$ cat src/rtl/oled_hex_logger.sv
// oled_hex_logger: logs incoming bytes as uppercase hex text on a 4x16-character
// OLED text buffer. Each accepted byte (or a clear request) updates the buffer
// once and then runs one EN/FIN refresh handshake with the downstream OLED
// controller. Each refresh phase is guarded by a timeout that raises a sticky
// error flag.
module oled_hex_logger #(
    parameter int unsigned TIMEOUT_CYCLES = 5000000
) (
    input  logic         CLK,
    input  logic         RST,
    input  logic         in_valid,
    input  logic [7:0]   in_data,
    output logic         in_ready,
    input  logic         clr,
    output logic         oled_en,
    input  logic         oled_fin,
    output logic [127:0] page0,
    output logic [127:0] page1,
    output logic [127:0] page2,
    output logic [127:0] page3,
    output logic         err
);

    localparam logic [7:0]  SPACE    = 8'h20;
    localparam logic [31:0] TMO_LAST = 32'(TIMEOUT_CYCLES - 1);

    typedef enum logic [1:0] {
        IDLE,
        WRITE,
        REQ,
        WAIT_LOW
    } state_t;

    state_t         state_q;
    logic [4:0]     cursor_q;    // next byte slot; only moves in WRITE
    logic [7:0]     byte_q;      // byte captured at acceptance
    logic           clear_q;     // pending operation is a clear
    logic [31:0]    tmo_cnt_q;   // cycles spent in the current REQ / WAIT_LOW
    logic           err_q;
    // Display text: character j (page j/16, position j%16) at [511-8j -: 8],
    // so byte slot k (two characters) sits at [511-16k -: 16].
    logic [511:0]   disp_q;

    logic [15:0]    hex_pair_d;
    logic [511:0]   disp_d;
    logic           tmo_hit;

    // Nibble to uppercase ASCII hex digit.
    function automatic logic [7:0] hex_ascii(input logic [3:0] nib);
        return (nib < 4'd10) ? (8'h30 + {4'h0, nib}) : (8'h37 + {4'h0, nib});
    endfunction

    assign hex_pair_d = {hex_ascii(byte_q[7:4]), hex_ascii(byte_q[3:0])};
    assign tmo_hit    = (tmo_cnt_q == TMO_LAST);

    // Display contents to be committed at the end of WRITE.
    always_comb begin
        // NOTE: disp_d is given a default first so every path assigns it and no latch is inferred.
        disp_d = disp_q;
        if (clear_q) begin
            disp_d = {64{SPACE}};
        end else begin
            for (int k = 0; k < 32; k++) begin
                if (cursor_q == 5'(k)) begin
                    disp_d[511 - 16*k -: 16] = hex_pair_d;
                end
            end
        end
    end

    // Control FSM, text buffer, cursor, timeout counter and sticky error.
    always_ff @(posedge CLK) begin
        if (RST) begin
            state_q   <= IDLE;
            cursor_q  <= 5'd0;
            byte_q    <= 8'h00;
            clear_q   <= 1'b0;
            tmo_cnt_q <= 32'd0;
            err_q     <= 1'b0;
            // NOTE: the text buffer is reset on purpose so the panel shows blanks
            // after reset; plain storage arrays elsewhere normally stay unreset.
            disp_q    <= {64{SPACE}};
        end else begin
            // NOTE: non-blocking assignments here so every register samples the
            // pre-edge values, independent of statement order.
            case (state_q)
                IDLE: begin
                    if (clr) begin
                        // A clear wins over a simultaneously offered byte.
                        clear_q <= 1'b1;
                        state_q <= WRITE;
                    end else if (in_valid) begin
                        clear_q <= 1'b0;
                        byte_q  <= in_data;
                        state_q <= WRITE;
                    end
                end

                WRITE: begin
                    disp_q    <= disp_d;
                    cursor_q  <= clear_q ? 5'd0 : cursor_q + 5'd1;
                    tmo_cnt_q <= 32'd0;
                    state_q   <= REQ;
                end

                REQ: begin
                    if (oled_fin) begin
                        tmo_cnt_q <= 32'd0;
                        state_q   <= WAIT_LOW;
                    end else if (tmo_hit) begin
                        err_q     <= 1'b1;
                        tmo_cnt_q <= 32'd0;
                        state_q   <= IDLE;
                    end else begin
                        tmo_cnt_q <= tmo_cnt_q + 32'd1;
                    end
                end

                WAIT_LOW: begin
                    if (!oled_fin) begin
                        tmo_cnt_q <= 32'd0;
                        state_q   <= IDLE;
                    end else if (tmo_hit) begin
                        err_q     <= 1'b1;
                        tmo_cnt_q <= 32'd0;
                        state_q   <= IDLE;
                    end else begin
                        tmo_cnt_q <= tmo_cnt_q + 32'd1;
                    end
                end

                default: state_q <= IDLE;
            endcase
        end
    end

    // Handshake outputs are pure decodes of the state register.
    assign in_ready = (state_q == IDLE);
    assign oled_en  = (state_q == REQ);
    assign err      = err_q;

    assign page0 = disp_q[511:384];
    assign page1 = disp_q[383:256];
    assign page2 = disp_q[255:128];
    assign page3 = disp_q[127:0];

endmodule

$ cat config.mk
export PLATFORM = sky130hd
export DESIGN_NAME = oled_hex_logger
export DESIGN_NICKNAME = d
export VERILOG_FILES = /design/src/rtl/oled_hex_logger.sv
export SDC_FILE = /design/constraint.sdc
export NUM_CORES = 1
export LEC_CHECK = 0
export ABC_AREA = 1
export ABC_CLOCK_PERIOD_IN_PS = 2400
export BUFFER_PORTS_ARGS = -buffer_cell sky130_fd_sc_hd__clkbuf_2
export CAP_MARGIN = 10
export CORE_MARGIN = 5
export CORE_UTILIZATION = 25
export CTS_CLUSTER_DIAMETER = 30
export CTS_CLUSTER_SIZE = 8
export DETAILED_ROUTE_END_ITERATION = 10
export GPL_ROUTABILITY_DRIVEN = 0
export PLACE_DENSITY_LB_ADDON = 0.2
export RECOVER_POWER = 25
export SYNTH_ARGS = -nofsm -noshare
export SYNTH_HDL_FRONTEND = slang
export SYNTH_SLANG_ARGS = --single-unit
export TNS_END_PERCENT = 100
$ cat constraint.sdc
create_clock -name CLK -period 2.4 [get_ports CLK]
set_input_delay 0.12 -clock CLK [delete_from_list [all_inputs] [get_ports CLK]]
set_output_delay 0.12 -clock CLK [all_outputs]
set_load 0.01 [all_outputs]
==> impl_metrics.csv <==
group,metric,value,unit
outcome,status,"complete, no violations",
clock_network,post_cts_buffers,0,
clock_network,cts-root-buf,"clkbuf_16",
setup_path,worstSetupPathType,"reg2reg",
clock_network,htreeDepth,4,
floorplan,die_h,285,um
sta,setup_viol,0,
synthesis,synth_common_cells,"dfxtp_1 (497), nand2_1 (490), a21oi_1 (390)",
clock_network,cts_tree,"yes",
power,power,29.4,mW
setup_path,cp-start-kind,"flop",
synthesis,ys_seq_area_share,52.7,%
synthesis,synth_top_area_share,52.7,%
sta,hold_violations,0,
hold_path,hold_class,"in2reg",
floorplan,start_util,25.3,%
synthesis,synth_area,0.0189,mm^2
setup_path,critPathSlowestCell,"dlygate4sd3_1",
setup_path,required,2.96,ns
sta,report.final.slew_viol_count,0,
synthesis,synth-seq-cells,497,
setup_path,critical_path_arrival,2.74,ns
route,routed_wl,79000,um
setup_path,timing.critical_path.buf_inv,4,
finish,synthToLayoutAreaGrowth,40.9,%
route,drc,0,
setup_path,max_stage_delay,0.58,ns
sta,post-route-period-util,90.8,%
power,power_leakage,11.0,nW
sta,setup-tns-final,0,ns
finish,nets,2881,
power,ir_drop,0.000535,V
finish,multi_input_area,0.00746,mm^2
finish,final_core_util,35.6,%
sta,slew_headroom,40.0,%
finish,layout.area.seq,0.00995,mm^2
finish,layout-drive-gt1-share,19.5,%
grt,grt_max_degree,98,
clock_network,clock_latency,0.70,ns
setup_path,critPathMostFrequentCell,"inv_1",
flow_run,drv_cap,0,
setup_path,cp_max_fo,13,
floorplan,die-area,0.0811,mm^2
finish,antenna_cells,0,
route,dr.first_iter.drc_count,1047,
synthesis,yosys.cell_types.count,39,
grt,grt_usage,18.7,%
synthesis,async_flop_share,0,%
setup_path,crit_family,"buffers and inverters",
floorplan,core-area,0.0747,mm^2
placed_design,io_buffers,463,
sta,fin_skew,0.0320,ns
synthesis,yosysWarnings,0,
synthesis,yosys.area.top_type,"dfxtp_1",
clock_network,cts-buffers-inserted,132,
grt,grt-ovfl-total,0,
grt,grt_pass1_vias,17900,
sta,whs,0.340,ns
clock_network,cts.clk_slew.worst_paths,0.04,ns
synthesis,ys.flop_type,"dfxtp_1",
setup_path,endpoint_kind,"flop",
synthesis,yosysMostFrequentCell,"dfxtp_1",
route,drt-wirelength-per-cell,20.1,um
synthesis,syn_avg_cell_area,8.07,um^2
setup_path,crit_chain,"inv_1, nand2_1, inv_1, buf_4, a21oi_1, nor3_1, dlygate4sd3_1",
grt,grt_first_pass_wirelength,116000,um
grt,antenna_found_initial,1,
sta,rsz0062_at_grt,"no",
clock_network,cts_hold_buf,18,
synthesis,syn_inst,2341,
placed_design,dp_hpwl,54300,um
sta,period_needed,2.18,ns
sta,max_freq,459,MHz
sta,tightest_slew,0.901,ns
route,vias,18200,
synthesis,synthTopCellsByArea,"dfxtp_1 (53%), a21oi_1 (10%), nand2_1 (9.7%)",
finish,nFillCells,7810,
floorplan,die_w,285,um
clock_network,cts_resized,0,
clock_network,cts.sinks,497,
route,antenna_left,0,
power,power_density,1110,mW/mm^2
route,first_pass_iters,6,
clock_network,cts_max_path_buffers,3,
synthesis,synth_edf_count,0,
floorplan,placementRows,100,
floorplan,io_pins,528,
route,viasPerCell,4.62,
==> state kept, by name (all words and copies together), names as in the netlist <==
signal / cells
byte_q: 8
tmo_cnt_q: 32
err: 1
clear_q: 1
cursor_q: 5
state_q: 2
disp_q: 448
==> worst register-to-register path: cells and delay by family, from the launching register on <==
family	cells	cell delay [ns]
buffers and inverters	4	1.17
DFF	1	0.47
and+or+nand+nor	2	0.28
AOI/OAI and AO/OA	1	0.15
==> area by class of cell <==
| type | instances | share of cell area (%) |
|---|---|---|
| multi-input combinational | 1561 | 28.0 |
| sequential | 497 | 37.4 |
| tap | 969 | 4.56 |
| timing repair buffer | 548 | 10.8 |
| inverter | 119 | 1.72 |
| clock inverter | 54 | 2.99 |
| clock buffer | 184 | 14.5 |
==> report_power, final <==
| part | switching, mW | internal, mW | total [mW] | leakage, nW |
|---|---|---|---|---|
| Clock | 5.48 | 12.6 | 18.1 | 2.27 |
| Sequential | 0.247 | 8.71 | 8.96 | 4.03 |
| Combinational | 1.72 | 0.668 | 2.39 | 4.70 |
==> layout by cell type, fill, tap and decap left out, drive strengths merged, types with 23 or more instances in the layout <==
master | netlist | routed
nand2 | 503 | 503
inv | 116 | 123
o21ai | 267 | 267
dfxtp | 497 | 497
a211oi | 23 | 23
nor2 | 157 | 157
conb | 1 | 64
nand3 | 45 | 45
clkinv | 3 | 30
clkbuf | 87 | 646
buf | 140 | 68
o211ai | 64 | 64
a21oi | 391 | 391
==> routing by layer <==
layer	share of wire [%]	global-route usage (%)	wire length, um
met1	41	22.6	32600
met2	47	30.2	36900
met3	8.3	6.56	6580
met4	3.6	8.00	2810
met5	0.016	0	13
==> cell families (layout without fill, tap and decap cells) <==
family                     count (synthesis)  after routing  share of synthesized area (%)
AOI/OAI and AO/OA                        748            748                           21.0
xor gates and xnor gates                  13             13                          0.603
buffers and inverters                    346            905                           9.32
and+or+nand+nor                          727            727                           15.7
other                                      1             64                         0.0199
adders and majority gates                  9              9                          0.596
DFF                                      497            497                           52.7
==> through the flow <==
step                instances  cell area (um^2)  worst slack (ns)
global route             3932             26600           0.00604
floorplan                2404             19100             0.697
CTS                      3932             26900             0.243
global placement         3676             22100             0.345
detailed placement       3676             22100             0.269
finish                   3932             26600             0.220
==> worst paths after layout <==
check                                               from                        to  slack [ns]  cells past startpoint
worst min-delay path                          in_data[1]    byte_q[1]$_SDFFE_PP0P_        0.34                      4
worst max-delay path             state_q[0]$_SDFFE_PP0P_      clear_q$_SDFFE_PP0P_        0.22                      7
worst max register to register   state_q[0]$_SDFFE_PP0P_      clear_q$_SDFFE_PP0P_        0.22                      7
worst min register to register  disp_q[204]$_SDFFE_PP0P_  disp_q[204]$_SDFFE_PP0P_        0.46                      2
(Power assumes the default switching activity.)
